## config.mk

```make
export PLATFORM = sky130hd
export DESIGN_NAME = div_seq_flat
export DESIGN_NICKNAME = d
export VERILOG_FILES = /design/src/rtl/div_seq_pkg.sv /design/src/rtl/div_seq_if.sv /design/src/rtl/div_seq_step.sv /design/src/rtl/div_seq.sv /design/src/flat_wrapper.sv
export SDC_FILE = /design/constraint.sdc
export NUM_CORES = 1
export LEC_CHECK = 0
export CAP_MARGIN = 10
export CELL_PAD_IN_SITES_DETAIL_PLACEMENT = 1
export CELL_PAD_IN_SITES_GLOBAL_PLACEMENT = 1
export CORE_MARGIN = 2
export CORE_UTILIZATION = 30
export CTS_CLUSTER_SIZE = 10
export DETAILED_ROUTE_END_ITERATION = 10
export GPL_TIMING_DRIVEN = 0
export PLACE_DENSITY = 0.7
export SETUP_SLACK_MARGIN = 0.4
export SYNTH_ARGS = -nofsm -noshare
export SYNTH_HDL_FRONTEND = slang
export SYNTH_SLANG_ARGS = --single-unit
```

## constraint.sdc

```tcl
create_clock -name clock -period 5.7 [get_ports clock]
set_clock_uncertainty 0.15 [all_clocks]
set_input_delay 1.71 -clock clock [delete_from_list [all_inputs] [get_ports clock]]
set_output_delay 1.71 -clock clock [all_outputs]
set_load 0.005 [all_outputs]
```

## src/rtl/div_seq_pkg.sv

```systemverilog
// Shared types for the sequential restoring divider: FSM encoding and
// a helper that sizes the step counter.
package div_seq_pkg;

   typedef enum logic [1:0] {
      ST_IDLE = 2'd0,
      ST_CALC = 2'd1,
      ST_FIX  = 2'd2,
      ST_DONE = 2'd3
   } state_e;

   function automatic int cnt_w(input int n);
      return (n > 1) ? $clog2(n) : 1;
   endfunction

endpackage

```

## src/rtl/div_seq_if.sv

```systemverilog
// Request/result bundle between the ALU sequencer (master) and div_seq (slave).
interface div_seq_if #(parameter int WIDTH = 32);
   logic                 start;
   logic                 is_signed;
   logic [WIDTH-1:0]     RegA;
   logic [WIDTH-1:0]     RegB;
   logic                 busy;
   logic                 done;
   logic                 div_by_zero;
   logic                 overflow;
   logic [2*WIDTH-1:0]   Z;

   modport master (output start, is_signed, RegA, RegB,
                   input  busy, done, div_by_zero, overflow, Z);
   modport slave  (input  start, is_signed, RegA, RegB,
                   output busy, done, div_by_zero, overflow, Z);
endinterface

```

## src/rtl/div_seq_step.sv

```systemverilog
// One combinational restoring-division step on magnitudes:
// shift {A,Q} left, trial-subtract M, keep or restore.
module div_step #(
   parameter int W = 32
) (
   input  logic [W-1:0] a_i,
   input  logic [W-1:0] q_i,
   input  logic [W-1:0] m_i,
   output logic [W-1:0] a_o,
   output logic [W-1:0] q_o
);
   logic [W:0] sh, diff;
   logic       ge;

   // A < M on entry, so the shifted value fits W+1 bits and a negative
   // trial result always shows up in the top bit.
   assign sh   = {a_i, q_i[W-1]};
   assign diff = sh - {1'b0, m_i};
   assign ge   = ~diff[W];
   assign a_o  = ge ? diff[W-1:0] : sh[W-1:0];
   assign q_o  = {q_i[W-2:0], ge};
endmodule

```

## src/rtl/div_seq.sv

```systemverilog
// Multi-cycle signed/unsigned restoring divider with start/done handshake.
// Z = {remainder, quotient}; magnitudes are divided, signs applied in FIX.
module div_seq
   import div_seq_pkg::*;
#(
   parameter int WIDTH          = 32,
   parameter int BITS_PER_CYCLE = 1
) (
   input  logic    clock,
   input  logic    clear_n,
   div_seq_if.slave bus
);
   localparam int N  = WIDTH / BITS_PER_CYCLE;
   localparam int CW = cnt_w(N);

   state_e               state_q, state_d;
   logic [CW-1:0]        cnt_q;
   logic [WIDTH-1:0]     a_q, q_q, m_q;
   logic                 neg_q_q, neg_r_q, dbz_q, ovf_q;
   logic [2*WIDTH-1:0]   z_q, z_d;
   logic                 res_dbz_q, res_ovf_q;
   logic                 busy_o, done_o;

   logic                 accept, b_zero, sa, sb, is_ovf;
   logic [WIDTH-1:0]     abs_a, abs_b, r_res, q_res;
   logic [WIDTH-1:0]     a_nxt, q_nxt;

   assign accept = bus.start && (state_q == ST_IDLE || state_q == ST_DONE);
   assign b_zero = (bus.RegB == '0);
   assign sa     = bus.is_signed & bus.RegA[WIDTH-1];
   assign sb     = bus.is_signed & bus.RegB[WIDTH-1];
   assign abs_a  = sa ? -bus.RegA : bus.RegA;
   assign abs_b  = sb ? -bus.RegB : bus.RegB;
   assign is_ovf = bus.is_signed && (bus.RegA == {1'b1, {(WIDTH-1){1'b0}}})
                   && (bus.RegB == '1);

   for (genvar i = 0; i < BITS_PER_CYCLE; i++) begin : g_step
      logic [WIDTH-1:0] a_in, q_in, a_out, q_out;
      if (i == 0) begin : g_first
         assign a_in = a_q;
         assign q_in = q_q;
      end else begin : g_next
         assign a_in = g_step[i-1].a_out;
         assign q_in = g_step[i-1].q_out;
      end
      div_step #(.W(WIDTH)) u_step (
         .a_i(a_in), .q_i(q_in), .m_i(m_q), .a_o(a_out), .q_o(q_out)
      );
   end
   assign a_nxt = g_step[BITS_PER_CYCLE-1].a_out;
   assign q_nxt = g_step[BITS_PER_CYCLE-1].q_out;

   always_ff @(posedge clock or negedge clear_n) begin
      if (!clear_n) state_q <= ST_IDLE;
      else          state_q <= state_d;
   end

   always_comb begin
      state_d = state_q;
      unique case (state_q)
         ST_IDLE, ST_DONE: state_d = accept ? (b_zero ? ST_FIX : ST_CALC) : ST_IDLE;
         ST_CALC:          if (cnt_q == '0) state_d = ST_FIX;
         ST_FIX:           state_d = ST_DONE;
         default:          state_d = ST_IDLE;
      endcase
   end

   always_comb begin
      busy_o = (state_q == ST_CALC) || (state_q == ST_FIX);
      done_o = (state_q == ST_DONE);
   end

   // Divide-by-zero parks the raw dividend in Q so FIX can return it as R.
   always_ff @(posedge clock or negedge clear_n) begin
      if (!clear_n) begin
         cnt_q   <= '0;
         a_q     <= '0;
         q_q     <= '0;
         m_q     <= '0;
         neg_q_q <= 1'b0;
         neg_r_q <= 1'b0;
         dbz_q   <= 1'b0;
         ovf_q   <= 1'b0;
      end else if (accept) begin
         cnt_q   <= CW'(N-1);
         a_q     <= '0;
         q_q     <= b_zero ? bus.RegA : abs_a;
         m_q     <= abs_b;
         neg_q_q <= sa ^ sb;
         neg_r_q <= sa;
         dbz_q   <= b_zero;
         ovf_q   <= is_ovf;
      end else if (state_q == ST_CALC) begin
         cnt_q   <= cnt_q - CW'(1);
         a_q     <= a_nxt;
         q_q     <= q_nxt;
      end
   end

   always_comb begin
      r_res = neg_r_q ? -a_q : a_q;
      q_res = neg_q_q ? -q_q : q_q;
      z_d   = dbz_q ? {q_q, {WIDTH{1'b1}}} : {r_res, q_res};
   end

   always_ff @(posedge clock or negedge clear_n) begin
      if (!clear_n) begin
         z_q       <= '0;
         res_dbz_q <= 1'b0;
         res_ovf_q <= 1'b0;
      end else if (state_q == ST_FIX) begin
         z_q       <= z_d;
         res_dbz_q <= dbz_q;
         res_ovf_q <= ovf_q;
      end
   end

   assign bus.busy        = busy_o;
   assign bus.done        = done_o;
   assign bus.Z           = z_q;
   assign bus.div_by_zero = res_dbz_q;
   assign bus.overflow    = res_ovf_q;
endmodule

```

## src/flat_wrapper.sv

```systemverilog
// flat-port wrapper written by rule: the top's interface ports become plain ports
module div_seq_flat import div_seq_pkg::*;
#(
   parameter int WIDTH          = 32,
   parameter int BITS_PER_CYCLE = 1
)
  (clock, clear_n, bus_start, bus_is_signed, bus_RegA, bus_RegB, bus_busy, bus_done, bus_div_by_zero, bus_overflow, bus_Z);
  div_seq_if #(.WIDTH(WIDTH)) bus_i ();
  input  logic clock;
  input  logic clear_n;
  input wire logic [$bits(bus_i.start)-1:0] bus_start;
  input wire logic [$bits(bus_i.is_signed)-1:0] bus_is_signed;
  input wire logic [$bits(bus_i.RegA)-1:0] bus_RegA;
  input wire logic [$bits(bus_i.RegB)-1:0] bus_RegB;
  output wire logic [$bits(bus_i.busy)-1:0] bus_busy;
  output wire logic [$bits(bus_i.done)-1:0] bus_done;
  output wire logic [$bits(bus_i.div_by_zero)-1:0] bus_div_by_zero;
  output wire logic [$bits(bus_i.overflow)-1:0] bus_overflow;
  output wire logic [$bits(bus_i.Z)-1:0] bus_Z;
  assign bus_i.start = bus_start;
  assign bus_i.is_signed = bus_is_signed;
  assign bus_i.RegA = bus_RegA;
  assign bus_i.RegB = bus_RegB;
  assign bus_busy = bus_i.busy;
  assign bus_done = bus_i.done;
  assign bus_div_by_zero = bus_i.div_by_zero;
  assign bus_overflow = bus_i.overflow;
  assign bus_Z = bus_i.Z;
  div_seq #(.WIDTH(WIDTH), .BITS_PER_CYCLE(BITS_PER_CYCLE)) u_core (.clock(clock), .clear_n(clear_n), .bus(bus_i));
endmodule
```

# --- After elaboration in Yosys (flattened, before gate mapping) ---
# Cells that the tools add are included.
totals:
  word_cells: 55
  regBits: 173
  output_inout_bits: 68
classes:
  n_bitwise: 4
  muxes: 17
  reduce_logical: 10
  n_addsub: 6
  eq_ne: 6
ops:
  columns: ["cell", "count"]
  rows:
  - ["2-to-1 mux 32 bit", 10]
  - ["negator 32 bit", 4]
  - ["equality test 32 bit, second input constant", 2]
  - ["2-to-1 mux 64 bit", 1]
  - ["subtractor 33 x 32 -> 33 bit", 1]
  - ["zero test 32 bit", 1]
  - ["2-to-1 mux 5 bit", 2]
  - ["2-to-1 mux 2 bit", 3]
  - ["case mux 2 bit (3 select lines)", 1]
  - ["zero test 5 bit", 1]
  - ["subtractor 5 x 1 -> 5 bit, second input constant", 1]
  - ["equality test 2 bit, second input constant", 2]
  - ["logical AND 1 bit", 3]
  - ["AND 1 bit", 2]
  - ["equality test 2 x 1 -> 1 bit, second input constant", 1]
  - ["zero test 2 bit", 1]
  - ["logical OR 1 bit", 2]
  - ["!= test 2 x 1 -> 1 bit, second input constant", 1]
  - ["nonzero test 2 bit", 1]
  - ["OR reduction 2 bit", 1]
  - ["inverter 1 bit", 1]
  - ["XOR 1 bit", 1]

# --- Logic depth before layout (Yosys ltp) ---
logic_depth:
  depth_word: 5
  depth_mapped: 13

# --- Modules after synthesis ---
# From an unflattened synthesis, not the netlist that was laid out.
hier_totals:
  cells_unflattened: 1444
  area_unflattened_um2: 12811.0
modules_own_cells:
  columns: ["mod", "instances", "area_each_um2", "cells_each", "seq_area_each_um2"]
  rows:
  - ["div_seq", 1, 10212.3, 1107, 4329.2]
  - ["div_step", 1, 2598.7, 337, 0.0]

# --- Least setup slack after synthesis ---
# Ideal clock, no wire load.
synth_path:
  path_kind: "input to register"
  start: "input bus_RegA[6]"
  end: "register u_core.q_q[25] (netlist: u_core.g_step[0].q_in[25])"
  cell_stages: 9
  n_path_buf: 0
  slack_ps: 876
  arrival_ps: 4537
  path_cell_list: "or4_4 or4_4 or2_4 or4_4 or3_4 or4_4 o21ai_2 xor2_1 a21oi_1"
synth_between:
  elab_chain_len: 4
synth_lines:
  columns: ["element", "line_no", "text"]
  rows:
  - ["start, declared", "flat_wrapper.sv:13", "input wire logic [$bits(bus_i.RegA)-1:0] bus_RegA;"]
  - ["negator 32 bit", "div_seq.sv:32", "assign abs_a = sa ? -bus.RegA : bus.RegA;"]
  - ["2-to-1 mux 32 bit", "div_seq.sv:32", null]
  - ["2-to-1 mux 32 bit", "div_seq.sv:87", "q_q <= b_zero ? bus.RegA : abs_a;"]
  - ["2-to-1 mux 32 bit", "div_seq.sv:84", "end else if (accept) begin"]
  - ["end signal, assigned", "div_seq.sv:87", null]
  - ["end signal, assigned", "div_seq.sv:96", "q_q <= q_nxt;"]
  - ["end, declared", "div_seq.sv:18", "logic [WIDTH-1:0] a_q, q_q, m_q;"]
# Every way passes these cells.
# A chain may end at the register's enable or synchronous reset.

# --- Worst setup path after layout ---
# Same ends and word-level chain as after synthesis.

==> run summary <==
Ranked by instance count, the synthesized netlist is headed by 173 x sky130_fd_sc_hd__dfrtp_1, 169 x sky130_fd_sc_hd__nand2_1, 157 x sky130_fd_sc_hd__o21ai_0. The run finished with clean final reports. The number of rows in the core area came out at 72. The DRC violation count after routing was 0; the register-to-register setup slack was 0.77 ns. At the end of routability-driven placement, the weighted congestion stood at 0.880. The shortest period the worst path allows was 5.14 ns; the fraction of layout cells with a size suffix above 1 was 0.0586. The run gives 17 as the number of buffers created by CTS. The HPWL reported at the end of detailed placement is 31.9 mm. Relative to the synthesized area, the layout overhead comes to 22.6%. The hold path startpoint is u_core.m_q[10].

For the final antenna diode count, the log shows 0. In this run the horizontal extent of the chip is 202 um. During I/O placement, the number of pins put on the boundary was 136. Counting distinct cell types in the post-synthesis netlist gives 62. The number of antenna violations at the first check in global routing was 0.

The total overflow left after global routing is 0. The mean instance size in the synthesized netlist works out to 8.70 um^2. Yosys mapped a number of flops with a built-in enable equal to 0.

At the placement stage, the worst setup path has a slack of 0.0391 ns. The largest net degree at the start of global routing came out at 89. The number of global-route vias before repair came out at 11471. For this design the total switching power over the nets is 4630 uW. Wires add up to 41.1 mm. The depth of the most critical reg-to-reg path is 13, and the static leakage power is 0.00576 uW. At the end of the flow, the number of nets in the layout was 1618. The clock passes through at most 2 buffers. The relative slew slack is 0.294. The first global-routing pass estimated 65.6 mm of wire. The die footprint is 40800 um^2, and the H-tree depth reported by CTS is 4.

The y dimension of the die is 202 um. For the max-slew violation count, the log shows 0. The synthesized design spends more area on one cell type than any other, namely sky130_fd_sc_hd__dfrtp_1. The endpoint arrival time on the critical path is 5.30 ns. Clock tree synthesis found a total of 173 sinks. The class of the worst hold path is reg -> reg. At the later pin of the worst-skew pair, clock insertion delay measures 0.44 ns. Yosys printed 0 warnings.

The total setup buffers inserted after CTS came out at 0. Netlist area before placement: 11800 um^2. Dominant cell by count in the synthesized netlist: sky130_fd_sc_hd__dfrtp_1. Detailed routing inserted a total of 10812 vias. The global router's overall resource usage is 0.203. The total area inside the core boundary comes to 38600 um^2. TritonCTS built the clock tree.

The count of instances resized after the clock tree is built is 0, and the worst-margin pin slew is 1.05 ns. The count of buffers from port buffering came out at 135. Average routed wire per standard cell: 20.2 um.

Setup violations remaining at the end of the flow were counted as 0. The ratio of total power to cell area is 667 nW/um^2, and the post-route worst setup slack is 0.558 ns. For the count of mapped cells out of synthesis, the log shows 1351. The biggest fanout along the worst timing path was 5. The area share of the leading cell type in the synthesized netlist is 0.368, and the fraction of the yosys area taken by sequential cells is 0.368. The effective utilization at floorplan was 0.304. Capture point of the worst reg-to-reg path: u_core.a_q[29]. The clock-pin slew on the worst setup and hold paths is 0.09 ns.

The register share of total power is 0.257, and the number of iterations in the first detailed-routing pass is 5. STA classifies the critical path startpoint as a primary input. The path type of the worst setup path is in -> reg.

Buffers inserted to repair hold after CTS numbered 0. The internal portion of the total power is 4990 uW. Setup repair after global routing left no endpoint under its margin. The tools report the share of the core filled with cells in the final layout as 0.373. For the part of the power in the clock network, the log shows 0.125.

The final worst hold slack is 0.332 ns. The tools report the number of endpoints with negative hold slack in the final report as 0. The via-per-instance ratio came out at 5.31. The startpoint of the lowest-slack register-to-register path was u_core.g_step[0].q_in[31]. Dominant register cell in the synthesized netlist: sky130_fd_sc_hd__dfrtp_1. Net switching fraction of the power: 0.481.

STA puts the critical path data required time at 5.85 ns. The worst supply voltage drop on vdd came out at 0.205 mV. Following the worst setup path forward leads to its endpoint at u_core.g_step[0].q_in[25].

The count of nets left with antenna violations once routing finished came out at 0. Across the run, the number of max-cap violations was 0. The tools report the share of total power in combinational logic as 0.618.

In this run the clock root is driven by a sky130_fd_sc_hd__clkbuf_16. The portion of the clock cycle consumed by the worst path in the final layout came out at 0.902. The first routing iteration left 661 violations. Fraction of registers with async set/reset: 1.00.

The synthesized design contains 173 register bits. After synthesis, the cell types taking the most area are sky130_fd_sc_hd__dfrtp_1 37%, sky130_fd_sc_hd__o21ai_0 6.7%, sky130_fd_sc_hd__xnor2_1 6.6%. The critical path starts at bus_RegA[6]. Adding up every negative setup slack in the final design gives 0 ns.

STA classifies the critical path endpoint as a flip-flop. The run gives 194 MHz as the maximum frequency from static timing analysis. Synthesis produced a netlist with a net count of 1462.
-- sequential cells by signal, indices dropped and copies added (netlist names) --
signal and flops:
u_core.neg_r_q 1, u_core.dbz_q 1, u_core.a_q 32, u_core.cnt_q 5
u_core.m_q 32, u_core.bus.div_by_zero 1, u_core.bus.overflow 1, u_core.neg_q_q 1
u_core.state_q 2, u_core.g_step.q_in 32, u_core.ovf_q 1, u_core.bus.Z 64
-- worst min-delay path by stage --
stage,endpoint,slack [ns],depth (start not counted)
2_1_floorplan,u_core.ovf_q,0.29,2
3_3_place_gp,u_core.m_q[16],0.32,2
3_5_place_dp,u_core.m_q[10],0.32,2
4_1_cts,u_core.m_q[10],0.34,2
5_1_grt,u_core.m_q[21],0.36,2
6_report,u_core.m_q[10],0.33,2
-- cell families (layout without fill, tap and decap cells) --
family | count (synthesis) | after routing | synth area share
AOI/OAI and AO/OA | 390 | 390 | 0.203
xor gates and xnor gates | 150 | 150 | 0.112
DFF | 173 | 173 | 0.368
adders and majority gates | 43 | 43 | 0.0464
buffers and inverters | 136 | 305 | 0.0436
and+or+nand+nor | 376 | 376 | 0.153
muxes | 83 | 83 | 0.0737
-- area by class of cell --
cell class / count / area [um^2]
well taps: 518 / 648
flip-flops and latches: 173 / 4330
clock buffers: 17 / 425
repair buffers: 137 / 1390
inverters: 60 / 225
fillers: 4493 / 24200
clock inverters: 15 / 175
plain buffers: 76 / 288
multi-input cells: 1042 / 6930
-- critical path: stages --
cell and delay, ns:
sky130_fd_sc_hd__clkdlybuf4s50_1 0.46, sky130_fd_sc_hd__or4_4 0.57, sky130_fd_sc_hd__or4_4 0.44, sky130_fd_sc_hd__or2_4 0.26
sky130_fd_sc_hd__or4_4 0.51, sky130_fd_sc_hd__or3_4 0.38, sky130_fd_sc_hd__or4_4 0.48, sky130_fd_sc_hd__o21ai_2 0.15
sky130_fd_sc_hd__xor2_1 0.22, sky130_fd_sc_hd__a21oi_1 0.10
-- through the flow --
stage / power, uW / std cells / instance area (um^2)
after floorplan: 6260 / 1351 / 11800
after global placement: 8190 / 2004 / 13800
after detailed placement: 8370 / 2006 / 13800
after CTS: 9650 / 2038 / 14400
after global routing: 10400 / 2038 / 14400
final: 9620 / 2038 / 14400
-- layout by cell type, fill, tap and decap left out, types with 3 or more instances in the layout --
master	n
sky130_fd_sc_hd__and3_1	5
sky130_fd_sc_hd__o21ai_2	3
sky130_fd_sc_hd__o22a_1	32
sky130_fd_sc_hd__mux2i_1	54
sky130_fd_sc_hd__xnor2_1	89
sky130_fd_sc_hd__or4_4	5
sky130_fd_sc_hd__o41ai_1	15
sky130_fd_sc_hd__nor3_1	17
sky130_fd_sc_hd__o21ai_0	157
sky130_fd_sc_hd__or2_2	6
sky130_fd_sc_hd__clkdlybuf4s50_1	134
sky130_fd_sc_hd__a21o_1	10
sky130_fd_sc_hd__a31oi_1	11
sky130_fd_sc_hd__nand2_1	169
sky130_fd_sc_hd__ha_1	42
sky130_fd_sc_hd__clkinv_8	5
sky130_fd_sc_hd__dfrtp_1	173
sky130_fd_sc_hd__clkbuf_16	17
sky130_fd_sc_hd__o31ai_1	40
sky130_fd_sc_hd__buf_1	11
sky130_fd_sc_hd__or4_1	14
sky130_fd_sc_hd__nand2b_1	13
sky130_fd_sc_hd__clkbuf_1	63
sky130_fd_sc_hd__or3_1	12
sky130_fd_sc_hd__and2_1	6
sky130_fd_sc_hd__a21oi_1	88
sky130_fd_sc_hd__nor2_1	57
sky130_fd_sc_hd__nor2b_1	10
sky130_fd_sc_hd__nand3_1	26
sky130_fd_sc_hd__inv_1	59
sky130_fd_sc_hd__nand4_1	12
sky130_fd_sc_hd__nor4_1	10
sky130_fd_sc_hd__a211oi_1	9
sky130_fd_sc_hd__mux2_2	29
sky130_fd_sc_hd__inv_6	3
sky130_fd_sc_hd__inv_8	4
sky130_fd_sc_hd__o21a_1	3
sky130_fd_sc_hd__xor2_1	60
-- power by group through the flow --
stage / clock, uW / combinational, uW / sequential, uW
after detailed placement: 0 / 5880 / 2490
after floorplan: 0 / 4000 / 2250
final: 1200 / 5940 / 2470
after global routing: 1280 / 6600 / 2550
after global placement: 0 / 5720 / 2470
after CTS: 1230 / 5950 / 2470
-- layer usage --
metal / share of wire / GRT usage / vias to the layer above
met5: 0 / 0 / -
met4: 0.017 / 0.0473 / 0
met3: 0.035 / 0.0319 / 39
met2: 0.48 / 0.344 / 185
met1: 0.47 / 0.272 / 5443
li1: - / - / 5145
No activity file was read; power rests on OpenSTA's default activity.
